**config.mk**
```make
export PLATFORM = sky130hd
export DESIGN_NAME = vga_timing_gen
export DESIGN_NICKNAME = d
export VERILOG_FILES = /design/src/rtl/vga_timing_gen.sv
export SDC_FILE = /design/constraint.sdc
export NUM_CORES = 1
export LEC_CHECK = 0
export ABC_CLOCK_PERIOD_IN_PS = 2800
export BUFFER_PORTS_ARGS = -buffer_cell sky130_fd_sc_hd__clkbuf_2
export CORE_MARGIN = 2
export CORE_UTILIZATION = 35
export DETAILED_ROUTE_END_ITERATION = 16
export PLACE_DENSITY = 0.66
export SYNTH_ARGS = -nofsm -noshare
export SYNTH_HDL_FRONTEND = slang
export SYNTH_SLANG_ARGS = --single-unit
```
**constraint.sdc**
```tcl
create_clock -name clk -period 2.8 [get_ports clk]
set_clock_uncertainty 0.05 [all_clocks]
set_input_delay 0 -clock clk [delete_from_list [all_inputs] [get_ports clk]]
set_output_delay 0 -clock clk [all_outputs]
set_load 0.1 [all_outputs]
```
**src/rtl/vga_timing_gen.sv**
```systemverilog
// vga_timing_gen: pixel-tick divider, horizontal/vertical position counters,
// video_on decode and latency-matched hsync/vsync for the digit-window masker.
// Build option: define VGA_TIMING_FRAME_CNT_EN to get a free-running 8-bit
// frame counter; without it frame_cnt reads 0 and no counter flops exist.
module vga_timing_gen #(
  parameter int CLK_DIV  = 4,
  parameter int H_ACTIVE = 640,
  parameter int H_FP     = 16,
  parameter int H_SYNC   = 96,
  parameter int H_BP     = 48,
  parameter int V_ACTIVE = 480,
  parameter int V_FP     = 10,
  parameter int V_SYNC   = 2,
  parameter int V_BP     = 33,
  parameter bit SYNC_POL = 1'b0,
  parameter int SYNC_DLY = 2
) (
  input  logic       clk,
  input  logic       rst,
  output logic       pix_tick,
  output logic [9:0] hcnt,
  output logic [9:0] vcnt,
  output logic       video_on,
  output logic       line_start,
  output logic       frame_start,
  output logic       hsync,
  output logic       vsync,
  output logic [7:0] frame_cnt
);

  localparam int H_TOTAL = H_ACTIVE + H_FP + H_SYNC + H_BP;
  localparam int V_TOTAL = V_ACTIVE + V_FP + V_SYNC + V_BP;
  localparam int DIV_W   = (CLK_DIV > 1) ? $clog2(CLK_DIV) : 1;

  localparam logic [DIV_W-1:0] DIV_LAST = DIV_W'(CLK_DIV - 1);
  localparam logic [9:0] H_LAST   = 10'(H_TOTAL - 1);
  localparam logic [9:0] V_LAST   = 10'(V_TOTAL - 1);
  localparam logic [9:0] H_VIS    = 10'(H_ACTIVE);
  localparam logic [9:0] V_VIS    = 10'(V_ACTIVE);
  localparam logic [9:0] HS_FIRST = 10'(H_ACTIVE + H_FP);
  localparam logic [9:0] HS_LAST  = 10'(H_ACTIVE + H_FP + H_SYNC - 1);
  localparam logic [9:0] VS_FIRST = 10'(V_ACTIVE + V_FP);
  localparam logic [9:0] VS_LAST  = 10'(V_ACTIVE + V_FP + V_SYNC - 1);
  localparam logic       SYNC_IDLE = ~SYNC_POL;

  logic [DIV_W-1:0] divCnt;
  logic [9:0]       hcntNext;
  logic [9:0]       vcntNext;
  logic             videoDec;
  logic             hsyncDec;
  logic             vsyncDec;
  logic             hsyncRaw;
  logic             vsyncRaw;

  // Position the counters move to on the next pixel tick (exact-equality wrap).
  always_comb begin
    hcntNext = hcnt + 10'd1;
    vcntNext = vcnt;
    if (hcnt == H_LAST) begin
      hcntNext = 10'd0;
      vcntNext = (vcnt == V_LAST) ? 10'd0 : vcnt + 10'd1;
    end
  end

  // Decode from the next position so the registered flags line up with hcnt/vcnt.
  always_comb begin
    videoDec = (hcntNext < H_VIS) && (vcntNext < V_VIS);
    hsyncDec = ((hcntNext >= HS_FIRST) && (hcntNext <= HS_LAST)) ? SYNC_POL : SYNC_IDLE;
    vsyncDec = ((vcntNext >= VS_FIRST) && (vcntNext <= VS_LAST)) ? SYNC_POL : SYNC_IDLE;
  end

  // Divider, position counters, decoded flags and line/frame pulses.
  always_ff @(posedge clk or posedge rst) begin
    if (rst) begin
      divCnt      <= '0;
      pix_tick    <= 1'b0;
      hcnt        <= 10'd0;
      vcnt        <= 10'd0;
      video_on    <= 1'b0;
      hsyncRaw    <= SYNC_IDLE;
      vsyncRaw    <= SYNC_IDLE;
      line_start  <= 1'b0;
      frame_start <= 1'b0;
    end else begin
      pix_tick    <= (divCnt == DIV_LAST);
      divCnt      <= (divCnt == DIV_LAST) ? '0 : divCnt + 1'b1;
      line_start  <= 1'b0;
      frame_start <= 1'b0;
      if (pix_tick) begin
        hcnt        <= hcntNext;
        vcnt        <= vcntNext;
        video_on    <= videoDec;
        hsyncRaw    <= hsyncDec;
        vsyncRaw    <= vsyncDec;
        line_start  <= (hcnt == H_LAST);
        frame_start <= (hcnt == H_LAST) && (vcnt == V_LAST);
      end
    end
  end

  generate
    if (SYNC_DLY == 0) begin : gNoDly
      assign hsync = hsyncRaw;
      assign vsync = vsyncRaw;
    end else begin : gDly
      logic [SYNC_DLY-1:0] hPipe;
      logic [SYNC_DLY-1:0] vPipe;

      // Sync delay line advances only on pixel ticks to match pixel-path latency.
      always_ff @(posedge clk or posedge rst) begin
        if (rst) begin
          hPipe <= {SYNC_DLY{SYNC_IDLE}};
          vPipe <= {SYNC_DLY{SYNC_IDLE}};
        end else if (pix_tick) begin
          hPipe[0] <= hsyncRaw;
          vPipe[0] <= vsyncRaw;
          for (int i = 1; i < SYNC_DLY; i++) begin
            hPipe[i] <= hPipe[i-1];
            vPipe[i] <= vPipe[i-1];
          end
        end
      end

      assign hsync = hPipe[SYNC_DLY-1];
      assign vsync = vPipe[SYNC_DLY-1];
    end
  endgenerate

`ifdef VGA_TIMING_FRAME_CNT_EN
  logic [7:0] frameCntQ;

  // Count frames on the same tick that starts them; 8-bit natural wrap.
  always_ff @(posedge clk or posedge rst) begin
    if (rst) begin
      frameCntQ <= 8'd0;
    end else if (pix_tick && (hcnt == H_LAST) && (vcnt == V_LAST)) begin
      frameCntQ <= frameCntQ + 8'd1;
    end
  end

  assign frame_cnt = frameCntQ;
`else
  assign frame_cnt = 8'd0;
`endif

endmodule

```
## Yosys cells after proc, flatten, opt, wreduce, memory -nomap -nowiden

Cells that the tools add are included.
W data, S select, Z words.

| storage, ports and cells | value |
|---|---|
| flip-flop bits (word level) | 32 |
| logic and storage cells | 35 |
| output and inout bits | 34 |
| bits of input ports | 2 |

| operators by class | value |
|---|---|
| order comparisons | 6 |
| $add $sub $neg | 3 |
| muxes and demuxes | 8 |
| equality and inequality tests | 3 |
| reductions and logical operators | 4 |

Operators by type and width:

| operator | count |
|---|---|
| $mux W10 | 3 |
| $add A10 B1 Y10 const B | 2 |
| $eq A10 B10 Y1 const B | 2 |
| $ge A10 B10 Y1 const B | 1 |
| $ge A10 B9 Y1 const B | 1 |
| $le A10 B10 Y1 const B | 1 |
| $le A10 B9 Y1 const B | 1 |
| $lt A10 B10 Y1 const B | 1 |
| $lt A10 B9 Y1 const B | 1 |
| $logic_and A1 B1 Y1 | 4 |
| $mux W1 | 4 |
| $add A2 B1 Y2 const B | 1 |
| $eq A2 B2 Y1 const B | 1 |
| $mux W2 | 1 |

## Depth between registers and ports, before layout

| depth | value |
|---|---|
| depth in word-level cells | 6 |
| depth in mapped cells | 10 |
| depth with buffers taken out | 8 |

## Worst setup path after synthesis

No wires, ideal clock.

| timing | value |
|---|---|
| path kind | flip-flop to flip-flop |
| from | reg hcnt[1] |
| to | reg video_on |
| period minus slack after synthesis | 2705 ps |
| path slack | 95 ps |
| required time | 2616 ps |
| arrival time | 2521 ps |
| library setup time | 134 ps |
| path buffers | 2 |
| cell stages (with the launch flop) | 10 |
| cell sequence | dfrtp_1 > ha_1 > and4_1 > buf_4 > and3_1 > buf_4 > nand2_1 > xor2_1 > nor4b_2 > o32ai_1 |

| between the ends | value |
|---|---|
| longest elaborated chain between the ends | 4 |
| elaborated cells between the ends (all ways) | 7 |
| those cells by class | add/sub: 1; order compare: 2; eq/ne: 1; mux: 2; reduce/logical: 1 |

RTL lines:

| what | RTL line | text |
|---|---|---|
| start: declaration | 21 | `output logic [9:0] hcnt,` |
| start signal: assignment | 90 | `hcnt <= hcntNext;` |
| $add A10 B1 Y10 or $eq A10 B10 Y1 (tied branches) | 57, 59 |  |
| $mux W10 | 59 | `if (hcnt == H_LAST) begin` |
| $lt A10 B10 Y1 or $lt A10 B9 Y1 (tied branches) | 67 | `videoDec = (hcntNext < H_VIS) && (vcntNext < V_VIS);` |
| $logic_and A1 B1 Y1 (*) | 67 |  |
| end signal: assignment | 92 | `video_on <= videoDec;` |
| end: declaration | 23 | `output logic video_on,` |

Mark *: on every way between the ends. The rest lies on a longest branch, timed or not.
A chain may end at the register's enable or synchronous reset.

## Worst setup path in the final report

| timing | value |
|---|---|
| from | reg hcnt[1] |
| to | reg vcnt[4] |

| between the ends | value |
|---|---|
| longest elaborated chain between the ends | 2 |

RTL lines:

| what | RTL line | text |
|---|---|---|
| $eq A10 B10 Y1 | 59 |  |
| $mux W10 | 59 |  |
| end signal: assignment | 91 | `vcnt <= vcntNext;` |
| end: declaration | 22 | `output logic [9:0] vcnt,` |

No other way between the ends.

==> impl_results.md <==
- Status: complete, no violations
- Crit path kind: reg -> reg
- Total power: around 0.00088 W
- Height of the die: 77.52 µm
- Synth warn: 0
- # IOs: 36
- Post-Synth Simple-Gate Area: 21.76%
- GRT Total Usage: 13.36%
- Top cell type's share of synthesized area: 34.39%
- Largest family of logic cells by synthesized area: simple AND/OR/NAND/NOR gates
- Antenna Nets Post-Route: 0
- # port buffers: 27
- CTS max path bufs: 2
- Synth Area in Adders: under 10%
- Routed len/inst: about 13 µm
- CTS root buffer: clkbuf_8
- Clk Latency, worst-skew pair: 280 ps
- Die Width: 77.52 µm
- Starting Density: 36.57%
- HP Class: reg -> reg
- Commonest cells in the netlist: dfrtp_1 (26), o21ai_0 (16), nand2_1 (14)
- Cell with the most instances after synthesis: dfrtp_1
- Clock sink count: 32
- Routed vias/inst: between 5 and 6
- Pin slew with the least headroom to its limit: 1098 ps
- Worst endpoint required time: 2910 ps
- Synth area leaders: dfrtp_1 (34%), dfstp_2 (8.3%), buf_4 (5.2%), o21ai_0 (4.2%), ha_1 (3.3%)
- Synth Flop Type: dfrtp_1
- Number of global-route vias before repair: 1329
- Startpoint types: flip-flop
- FMAX: 427.7 MHz
- Fin. Hold Viols: 0
- Unrepaired setup endpoints after global routing: false
- Worst rel slew slack: between 20% and 30%
- CTS tree: built
- Reg clk slew, reported paths: around 60 ps
- Row cnt: 26
- HPWL Detailed: approximately 2.7 mm
- Critical path endpoint category: flip-flop
- Share of layout cells above drive strength 1: 26.15%
- Worst vdd ir: 204.4 µV
- Compound-cell area share of the yosys netlist: between 10% and 20%
- Design area: 2115 µm²
- P_leak: around 0.95 nW
- GP Congestion: roughly 0.81
- Pin count of the biggest net entering global routing: 31
- First-pass GRT wire length: 6.479 mm
- WP data arrival: 2450 ps
- PwrDens: 414.7 nW/µm²
- Core area: 5172 µm²
- Setup Viol. Count Final: 0
- Final core occ: 40.88%
- Async S/R FF share, synth: 100.0%
- Placed Area: 2014 µm²
- Synth-to-layout area growth: 11.77%
- Maxcap violations: 0
- Final net count: 224
- Postcts setup bufs: 0
- Sequential fraction of the synthesis area: 42.72%
- Number of antenna diodes: 0
- Die area: 6009 µm²
- WL final: 3.822 mm
- Number of enable flip-flop cells after synthesis: 0
- Initial antenna violation count: 0
- Netlist cell types: 53
- Worst Path Max Fanout: 9
- Gr ovfl total: 0
- Post-Synth XOR/XNOR Area: under 10%
- # DRC: 0
- TritonRoute pass-1 iters: 4
- Synth Area per Inst: 9.853 µm²
- Final TNS setup: 0 ps
- DR vias: 1467
- Max-slew violation count: 0
- Fin crit period: 2338 ps
- Starting DRT DRC Count: 98
- Post-synthesis mux area share: 3.505%
- CTS HTree Levels: 2
- Final period utilization: 83.51%
- Synth area leader: dfrtp_1
- Yosys reg bits: 32
- Post-synthesis cell count: 192
- CTS Buf Count: 5
- Mapped cell area: 1892 µm²
- Post-CTS resize count: 0
-- cell families (layout without fill, tap and decap cells) --
kind of cell | count (synthesis) | count (layout)
and+or+nand+nor | 67 | 67
AOI/OAI and AO/OA | 47 | 47
DFF | 32 | 32
buffers and inverters | 25 | 44
xor gates and xnor gates | 9 | 9
muxes | 6 | 6
adders and majority gates | 5 | 5
other | 1 | 8
-- layer usage --
layer  wire, µm  up-vias  share of wire [%]  global-route usage [%]
met5          0        -                  0                       0
met4         75        0                2.0                   6.607
met3        170        8                4.4                   2.558
met2       1705       45                 45                   19.22
met1       1869      683                 49                   19.11
li1           -      731                  -                       -
-- metrics by stage --
step | std cells | worst slack (ps) | hold slack (ps)
after detailed placement | 279 | 465.7 | 277.6
after global routing | 288 | 256.7 | 422.4
after floorplan | 199 | 94.77 | 61.76
after CTS | 288 | 455.0 | 383.3
after global placement | 279 | 588.6 | 283.9
final | 288 | 461.7 | 382.1
-- layout make-up --
| class | count | area, µm² |
|---|---|---|
| repair buffers | 30 | 160.2 |
| flip-flops and latches | 32 | 808.3 |
| inverters | 6 | 25.02 |
| fillers | 524 | 3058 |
| well taps | 70 | 87.58 |
| multi-input cells | 142 | 943.4 |
| clock buffers | 8 | 90.09 |
-- flip-flops by register name (all words and copies together), names as in the netlist --
register	count
vsyncRaw	1
frame_start	1
hsyncRaw	1
vcnt	10
gDly.vPipe	2
gDly.hPipe	2
video_on	1
pix_tick	1
line_start	1
divCnt	2
hcnt	10
-- report_power, final --
group	internal (W)	total [W]	switching, W
registers	0.000463	0.000463	0
logic	0.00000236	0.0000577	0.0000553
clock network	0.000200	0.000356	0.000156
total	0.000665	0.000877	0.000212
-- cell usage in the layout, fill, tap and decap left out, drive strengths merged, types with 3 or more instances in the layout --
cell / netlist / final
a21oi: 10 / 10
a31oi: 4 / 4
and3: 7 / 7
clkbuf: 2 / 35
conb: 1 / 8
dfrtp: 26 / 26
dfstp: 6 / 6
ha: 5 / 5
inv: 6 / 6
mux2: 5 / 5
nand2: 15 / 15
nand3: 10 / 10
nand4: 9 / 9
nor2: 11 / 11
nor2b: 3 / 3
o21ai: 21 / 21
xnor2: 6 / 6
xor2: 3 / 3
-- worst max-delay path, cell delays in order (launching register included) --
cell,delay [ps]
dfrtp_1,440
ha_1,240
and4_1,350
and3_1,420
nand2_4,140
inv_4,140
nand4_1,110
mux2_1,330
-- worst paths after layout --
path,startpoint,to,slack (ps),cells past startpoint
worst min register to register,divCnt[0],divCnt[0],380,1
max in group asynchronous,rst,gDly.hPipe[1],1480,4
min in group asynchronous,rst,vcnt[5],480,3
worst min-delay path,divCnt[0],divCnt[0],380,1
worst max-delay path,hcnt[1],vcnt[4],460,7
worst max register to register,hcnt[1],vcnt[4],460,7
-- timing repair --
action,CTS,global route
endpoints found under the setup margin,0,0
hold buffers,1,0
hold endpoints to repair,26,0
(Power assumes the default switching activity.)
